$ cat src/rtl/irq_sched_if.sv
// rtl/irq_sched_if.sv - signal bundle between the ID stage and the interrupt scheduler
interface irq_sched_if #(
    parameter int N_SRC   = 4,
    parameter int CAUSE_W = 2
);
    logic [N_SRC-1:0]   irq_src;
    logic [N_SRC-1:0]   irq_mask;
    logic               id_valid;
    logic               id_stall;
    logic               kernel_mode;
    logic               eret;
    logic               IRQ;
    logic [CAUSE_W-1:0] irq_cause;
    logic               busy;
    logic [N_SRC-1:0]   pending;
    logic               wdog_err;

    modport master (
        output irq_src, irq_mask, id_valid, id_stall, kernel_mode, eret,
        input  IRQ, irq_cause, busy, pending, wdog_err
    );

    modport slave (
        input  irq_src, irq_mask, id_valid, id_stall, kernel_mode, eret,
        output IRQ, irq_cause, busy, pending, wdog_err
    );
endinterface

$ cat src/rtl/irq_sched.sv
// rtl/irq_sched.sv - edge-captured, masked, priority interrupt scheduler with handler watchdog
module irq_sched #(
    parameter int N_SRC   = 4,
    parameter int CAUSE_W = 2,
    parameter int WDOG_W  = 16
) (
    input  logic      clk,
    input  logic      reset,
    irq_sched_if.slave bus
);
    typedef enum logic [1:0] {IDLE, ISSUE, SERVICE} state_t;

    state_t             state, state_nxt;
    logic [N_SRC-1:0]   src_q;
    logic [N_SRC-1:0]   pending_q;
    logic [N_SRC-1:0]   edge_set;
    logic [N_SRC-1:0]   elig;
    logic [N_SRC-1:0]   clr;
    logic [CAUSE_W-1:0] sel;
    logic [CAUSE_W-1:0] cause_q;
    logic [WDOG_W-1:0]  wdog_cnt, wdog_nxt;
    logic               wdog_q;
    logic               irq;

    assign edge_set = bus.irq_src & ~src_q;
    assign elig     = pending_q & bus.irq_mask;

    // Scan downwards so the lowest eligible index wins.
    always_comb begin
        sel = '0;
        for (int i = N_SRC - 1; i >= 0; i--) begin
            if (elig[i]) sel = CAUSE_W'(i);
        end
    end

    always_comb begin
        state_nxt = state;
        irq       = 1'b0;
        case (state)
            IDLE: begin
                if (|elig && !bus.kernel_mode) state_nxt = ISSUE;
            end
            ISSUE: begin
                irq = bus.id_valid && !bus.id_stall && !bus.kernel_mode && |elig;
                if (irq)          state_nxt = SERVICE;
                else if (~|elig)  state_nxt = IDLE;
            end
            SERVICE: begin
                if (bus.eret) state_nxt = IDLE;
            end
            default: state_nxt = IDLE;
        endcase
    end

    always_comb begin
        clr = '0;
        for (int i = 0; i < N_SRC; i++) begin
            clr[i] = irq && (sel == CAUSE_W'(i));
        end
    end

    always_comb begin
        wdog_nxt = wdog_cnt;
        if (state == SERVICE) begin
            if (bus.eret)              wdog_nxt = '0;
            else if (wdog_cnt != '1)   wdog_nxt = wdog_cnt + WDOG_W'(1);
        end
    end

    always_ff @(posedge clk or negedge reset) begin
        if (!reset) state <= IDLE;
        else        state <= state_nxt;
    end

    // A new edge on a bit being serviced this cycle keeps it pending (set wins).
    always_ff @(posedge clk or negedge reset) begin
        if (!reset) begin
            src_q     <= '0;
            pending_q <= '0;
            cause_q   <= '0;
            wdog_cnt  <= '0;
            wdog_q    <= 1'b0;
        end else begin
            src_q     <= bus.irq_src;
            pending_q <= (pending_q & ~clr) | edge_set;
            if (irq) cause_q <= sel;
            wdog_cnt  <= wdog_nxt;
            if (state == SERVICE && wdog_nxt == '1) wdog_q <= 1'b1;
        end
    end

    assign bus.IRQ       = irq;
    assign bus.irq_cause = cause_q;
    assign bus.busy      = (state == SERVICE);
    assign bus.pending   = pending_q;
    assign bus.wdog_err  = wdog_q;
endmodule

$ cat src/flat_wrapper.sv
// flat-port wrapper written by rule: the top's interface ports become plain ports
module irq_sched_flat 
#(
    parameter int N_SRC   = 4,
    parameter int CAUSE_W = 2,
    parameter int WDOG_W  = 16
)
  (clk, reset, bus_irq_src, bus_irq_mask, bus_id_valid, bus_id_stall, bus_kernel_mode, bus_eret, bus_IRQ, bus_irq_cause, bus_busy, bus_pending, bus_wdog_err);
  irq_sched_if #(.N_SRC(N_SRC), .CAUSE_W(CAUSE_W)) bus_i ();
  input  logic clk;
  input  logic reset;
  input wire logic [$bits(bus_i.irq_src)-1:0] bus_irq_src;
  input wire logic [$bits(bus_i.irq_mask)-1:0] bus_irq_mask;
  input wire logic [$bits(bus_i.id_valid)-1:0] bus_id_valid;
  input wire logic [$bits(bus_i.id_stall)-1:0] bus_id_stall;
  input wire logic [$bits(bus_i.kernel_mode)-1:0] bus_kernel_mode;
  input wire logic [$bits(bus_i.eret)-1:0] bus_eret;
  output wire logic [$bits(bus_i.IRQ)-1:0] bus_IRQ;
  output wire logic [$bits(bus_i.irq_cause)-1:0] bus_irq_cause;
  output wire logic [$bits(bus_i.busy)-1:0] bus_busy;
  output wire logic [$bits(bus_i.pending)-1:0] bus_pending;
  output wire logic [$bits(bus_i.wdog_err)-1:0] bus_wdog_err;
  assign bus_i.irq_src = bus_irq_src;
  assign bus_i.irq_mask = bus_irq_mask;
  assign bus_i.id_valid = bus_id_valid;
  assign bus_i.id_stall = bus_id_stall;
  assign bus_i.kernel_mode = bus_kernel_mode;
  assign bus_i.eret = bus_eret;
  assign bus_IRQ = bus_i.IRQ;
  assign bus_irq_cause = bus_i.irq_cause;
  assign bus_busy = bus_i.busy;
  assign bus_pending = bus_i.pending;
  assign bus_wdog_err = bus_i.wdog_err;
  irq_sched #(.N_SRC(N_SRC), .CAUSE_W(CAUSE_W), .WDOG_W(WDOG_W)) u_core (.clk(clk), .reset(reset), .bus(bus_i));
endmodule
$ cat config.mk
export PLATFORM = sky130hd
export DESIGN_NAME = irq_sched_flat
export DESIGN_NICKNAME = d
export VERILOG_FILES = /design/src/rtl/irq_sched_if.sv /design/src/rtl/irq_sched.sv /design/src/flat_wrapper.sv
export SDC_FILE = /design/constraint.sdc
export NUM_CORES = 1
export LEC_CHECK = 0
export BUFFER_PORTS_ARGS = -buffer_cell sky130_fd_sc_hd__buf_2
export CAP_MARGIN = 25
export CORE_AREA = 2 2 63 65
export DETAILED_ROUTE_END_ITERATION = 8
export DIE_AREA = 0 0 65 67
export GPL_TIMING_DRIVEN = 0
export PLACE_DENSITY_LB_ADDON = 0.1
export SLEW_MARGIN = 5
export SYNTH_ARGS = -nofsm -noshare
export SYNTH_HDL_FRONTEND = slang
export SYNTH_SLANG_ARGS = --single-unit
$ cat constraint.sdc
create_clock -name clk -period 2.82 [get_ports clk]
set_input_delay 0.141 -clock clk [delete_from_list [all_inputs] [get_ports clk]]
set_output_delay 0.141 -clock clk [all_outputs]
set_load 0.02 [all_outputs]
==> results of run 1 <==
report_power, final:
group          total, uW  switching, uW  internal (uW)  leakage, uW
registers            611            113            499     0.000350
clock network        324            153            170    0.0000450
logic                249            132            117     0.000450
total               1180            398            786     0.000845
cells in the mapped netlist (2+ instances only):
| library cell | number |
|---|---|
| a21boi_0 | 2 |
| xnor2_1 | 9 |
| nand4b_1 | 2 |
| nand2_1 | 18 |
| mux2_2 | 2 |
| a21oi_1 | 7 |
| inv_1 | 8 |
| nand4_1 | 7 |
| and3_1 | 3 |
| nor3_1 | 3 |
| dfrtp_1 | 29 |
| nand3_1 | 6 |
| nor2b_1 | 3 |
| nor2_1 | 13 |
| buf_4 | 2 |
| a211oi_1 | 2 |
| o21ai_0 | 9 |
flip-flops by register name (all words and copies together), names as in the netlist:
name,count
u_core.bus.irq_cause,2
u_core.state,2
u_core.bus.wdog_err,1
u_core.src_q,4
u_core.bus.pending,4
u_core.wdog_cnt,16
layout make-up:
class	instances	area (sq um)
clock buffers	6	72.6
multi-input cells	116	772
flip-flops and latches	29	726
repair buffers	27	160
clock inverters	2	10.0
well taps	48	60.1
inverters	9	33.8
fillers	333	1740
plain buffers	5	35.0
worst max-delay path: stages, from the launching register on:
cell and delay, ns:
dfrtp_1 0.48, ha_1 0.28, nand3_1 0.16, nor2_4 0.23, buf_4 0.22, a21oi_1 0.09
a311oi_2 0.31, o2111ai_1 0.21, o31ai_1 0.27
worst paths after layout:
kind                                          from                 endpoint  slack, ns
worst min-delay path               bus_irq_mask[0]    u_core.bus.pending[0]       0.16
max in group asynchronous                    reset  u_core.bus.irq_cause[1]       2.00
worst max register to register  u_core.wdog_cnt[0]      u_core.bus.wdog_err       0.48
worst min register to register     u_core.src_q[1]    u_core.bus.pending[1]       0.42
worst max-delay path            u_core.wdog_cnt[0]      u_core.bus.wdog_err       0.48
min in group asynchronous                    reset          u_core.src_q[0]       0.41
layer usage:
layer  routed length, um  vias to the layer above  track usage, %
met5                   0                        -               0
met4                  61                        0            7.98
met3                 202                        6            6.93
met2                1500                       33            28.0
met1                1580                      590            22.9
li1                    -                      635               -
cells by family after synthesis:
logic type	share of synthesized area, %
and+or+nand+nor	24.5
AOI/OAI and AO/OA	16.3
DFF	46.3
buffers and inverters	4.39
xor gates and xnor gates	5.59
muxes	2.08
adders and majority gates	0.799
through the flow:
stage	total power (uW)	area (sq um)	worst slack (ns)	instances	hold slack (ns)
after floorplan	771	1570	0.860	159	-0.155
after detailed placement	857	1740	0.460	229	0.204
final	1180	1870	0.478	242	0.160
after global routing	1260	1870	0.187	242	0.187
after CTS	1200	1870	0.441	242	0.162
after global placement	847	1740	0.503	229	0.193
==> results.sh, run 1 <==
export IMPL_outcome="finished clean"
export IMPL_finClkSkew_ns=0.00268
export IMPL_grt_overflow=0
export IMPL_remaining_drc_errors=0
export IMPL_hpwl_mm=2.43
export IMPL_syn_inst=159
export IMPL_viasPerCell=5.22
export IMPL_drtIter0Drc=69
export IMPL_grt_pass1_wl_mm=5.87
export IMPL_syn_nets=174
export IMPL_final_common_cell="dfrtp_1"
export IMPL_avgSynthCellArea_sq_um=9.85
export IMPL_antennaDiodeCount=0
export IMPL_mostFrequentLayoutCells="dfrtp_1, buf_2, nand2_1"
export IMPL_synth_top_area_cell="dfrtp_1"
export IMPL_end_kind="register"
export IMPL_place_port_buffers=22
export IMPL_ys_flop_type="dfrtp_1"
export IMPL_num_rows=22
export IMPL_core_sq_um=3610
export IMPL_vias=1264
export IMPL_slew_headroom_pct=58.1
export IMPL_antenna_found_initial=0
export IMPL_cts_tree="built"
export IMPL_cp_max_fo=10
export IMPL_startpoint_type="register"
export IMPL_die_area_sq_um=4360
export IMPL_crit_type="reg2reg"
export IMPL_grt_util_all_layers_pct=18.3
export IMPL_synth_seq_area_share_pct=46.3
export IMPL_setup_viol=0
export IMPL_drt_total_wl_mm=3.34
export IMPL_cts_setup_buffers=0
export IMPL_worstPathRequired_ns=3.01
export IMPL_synthTopCellsByArea="dfrtp_1, xnor2_1, nand2_1"
export IMPL_min_period_over_period_pct=83.0
export IMPL_power_density_nw_per_um2=633
export IMPL_gp_congestion=0.852
export IMPL_yosysWarnings=0
export IMPL_clockBufferDepth=2
export IMPL_tightest_slew_ns=0.629
export IMPL_cts_hold_buffers=5
export IMPL_firstDrtPassIters=4
export IMPL_synth_top_area_share_pct=46.3
export IMPL_cts_sinks=29
export IMPL_synth_edff_count=0
export IMPL_ys_ff_latch=29
export IMPL_area_delta_synth_final_pct=19.3
export IMPL_post_drt_wl_per_cell_um=13.8
export IMPL_finalHoldViolCount=0
export IMPL_cts_repair_resized=0
export IMPL_rsz0062_at_grt="false"
export IMPL_drv_max_cap_violation_count=0
export IMPL_start_util_pct=43.4
export IMPL_insertion_delay_ns=0.28
export IMPL_power_leakage_uw=0.000845
export IMPL_drive_above_1_share_pct=24.2
export IMPL_synth_async_reset_ratio_pct=100
export IMPL_hp_class="in2reg"
export IMPL_io_pins=23
export IMPL_layout_nets=208
export IMPL_irDropWorstVdd_mv=0.344
export IMPL_synth_area_sq_um=1570
export IMPL_grt_max_degree=30
export IMPL_cts_root_buf="clkbuf_8"
export IMPL_whs_path_depth=4
export IMPL_path_clk_slew_ns=0.06
export IMPL_rr_worst_depth=8
export IMPL_cts_made_buffers=5
export IMPL_slew_viol_final=0
export IMPL_dieWidth_um=65
export IMPL_yosysUniqueCellTypes=51
export IMPL_tns_ns=0
export IMPL_fin_util_pct=51.8
export IMPL_htree_levels=2
export IMPL_critPathArrivalTime_ns=2.53
export IMPL_grt_pass1_vias=1230
export IMPL_die_h_um=67
export IMPL_fin_crit_ns=2.34
export IMPL_fmax_mhz=427
export IMPL_ant_nets=0
(Power assumes the default switching activity.)
==> run 2, diff against run 1 <==
==> constraint.sdc (replaced) <==
create_clock -name clk -period 2.4 [get_ports clk]
set_input_delay 0.12 -clock clk [delete_from_list [all_inputs] [get_ports clk]]
set_output_delay 0.12 -clock clk [all_outputs]
set_load 0.02 [all_outputs]
==> results.sh, run 2 (synthesis results as in run 1) <==
export IMPL_power_density_nw_per_um2=743
export IMPL_core_sq_um=3610
export IMPL_cts_tree="built"
export IMPL_setup_viol=0
export IMPL_start_util_pct=43.4
export IMPL_setup_worst_path_start="u_core.wdog_cnt[1]"
export IMPL_min_period_over_period_pct=93.4
export IMPL_slew_headroom_pct=58.0
export IMPL_post_drt_wl_per_cell_um=13.8
export IMPL_cts_made_buffers=5
export IMPL_drv_max_cap_violation_count=0
export IMPL_critPathSlowestCell="dfrtp_2"
export IMPL_final_common_cell="dfrtp_1"
export IMPL_fin_crit_ns=2.24
export IMPL_grt_pass1_wl_mm=5.87
export IMPL_crit_buf_inv=1
export IMPL_die_h_um=67
export IMPL_area_delta_synth_final_pct=22.3
export IMPL_antenna_found_initial=0
export IMPL_top_register="u_core.wdog_cnt"
export IMPL_cts_root_buf="clkbuf_8"
export IMPL_hold_ws_ns=0.139
export IMPL_finClkSkew_ns=0.00226
export IMPL_dieWidth_um=65
export IMPL_io_pins=23
export IMPL_cp_top_family="simple AND/OR/NAND/NOR gates"
export IMPL_antennaDiodeCount=0
export IMPL_outcome="finished clean"
export IMPL_critPathArrivalTime_ns=2.40
export IMPL_slew_viol_final=0
export IMPL_clockBufferDepth=2
export IMPL_postLayoutCellArea_sq_um=1920
export IMPL_reg2reg_from="u_core.wdog_cnt[1]"
export IMPL_finalHoldViolCount=0
export IMPL_layout_nets=213
export IMPL_fillCellCount=331
export IMPL_largest_reg_flops=16
export IMPL_hp_class="in2reg"
export IMPL_irDropWorstVdd_mv=0.404
export IMPL_startpoint_type="register"
export IMPL_cts_sinks=29
export IMPL_viasPerCell=5.21
export IMPL_end_kind="register"
export IMPL_worstPathRequired_ns=2.56
export IMPL_insertion_delay_ns=0.28
export IMPL_vias=1288
export IMPL_fmax_mhz=446
export IMPL_mostFrequentLayoutCells="dfrtp_1, buf_2, nand2_1"
export IMPL_dpl_instance_area_sq_um=1740
export IMPL_min_from="bus_irq_mask[0]"
export IMPL_firstDrtPassIters=4
export IMPL_path_clk_slew_ns=0.06
export IMPL_gp_congestion=0.852
export IMPL_grt_max_degree=30
export IMPL_grt_overflow=0
export IMPL_ant_nets=0
export IMPL_grt_util_all_layers_pct=18.3
export IMPL_path_cells="ha_2 > nand3_1 > nor2_4 > buf_4 > and4bb_1 > mux2_2 > and3_1 > o2111ai_1 > o31ai_1"
export IMPL_worst_slack_ns=0.159
export IMPL_tns_ns=0
export IMPL_htree_levels=2
export IMPL_place_port_buffers=22
export IMPL_fin_util_pct=53.1
export IMPL_tightest_slew_ns=0.630
export IMPL_drtIter0Drc=81
export IMPL_rsz0062_at_grt="false"
export IMPL_drt_total_wl_mm=3.41
export IMPL_num_rows=22
export IMPL_power_leakage_uw=0.000868
export IMPL_die_area_sq_um=4360
export IMPL_remaining_drc_errors=0
export IMPL_dp_slack_ns=0.0402
export IMPL_slowest_delay_ns=0.42
export IMPL_hpwl_mm=2.43
export IMPL_crit_type="reg2reg"
export IMPL_cp_max_fo=7
export IMPL_grt_pass1_vias=1230
export IMPL_drive_above_1_share_pct=27.6
[run 2: cell type report]
cell class | instances | area, sq um | area share, %
plain buffers | 5 | 38.8 | 2.02
multi-input cells | 116 | 774 | 40.4
well taps | 48 | 60.1 | 3.14
clock buffers | 6 | 72.6 | 3.79
clock inverters | 2 | 10.0 | 0.523
inverters | 9 | 33.8 | 1.76
repair buffers | 32 | 198 | 10.3
flip-flops and latches | 29 | 728 | 38.0
[run 2: worst min-delay path: stages]
cell	delay [ns]
buf_2	0.08
nand2_1	0.04
nand2_1	0.05
o21ai_0	0.08
[run 2: timing repair]
item,CTS,global route
buffers inserted,0,5
endpoints found under the setup margin,0,1
hold buffers,5,0
endpoints found under the hold margin,33,0
resized for setup,0,4
[run 2: where the power goes]
| group | switching (uW) | internal, uW | total [uW] | leakage (uW) |
|---|---|---|---|---|
| clock network | 180 | 200 | 380 | 0.0000450 |
| registers | 128 | 589 | 717 | 0.000348 |
| logic | 166 | 159 | 325 | 0.000475 |
| total | 474 | 949 | 1420 | 0.000868 |
[run 2: path summary, 6_finish.rpt]
path	to	slack [ns]	cells past startpoint
min	u_core.bus.pending[0]	0.14	4
max reg2reg	u_core.bus.wdog_err	0.16	9
min in group asynchronous	u_core.src_q[0]	0.39	2
max in group asynchronous	u_core.wdog_cnt[1]	1.56	2
min reg2reg	u_core.bus.pending[1]	0.42	1
max	u_core.bus.wdog_err	0.16	9
[run 2: routing by layer]
layer  share of wire, %  track usage [%]  vias up
met1                 47             22.9      607
met5                  0                0        -
li1                   -                -      647
met3                5.6             6.93        6
met4                1.6             7.98        0
met2                 45             28.0       28
[run 2: stage by stage]
stage,total power [uW],std cells
final,1420,247
after global placement,995,229
after detailed placement,1010,229
after global routing,1510,247
after CTS,1400,242
after floorplan,905,159
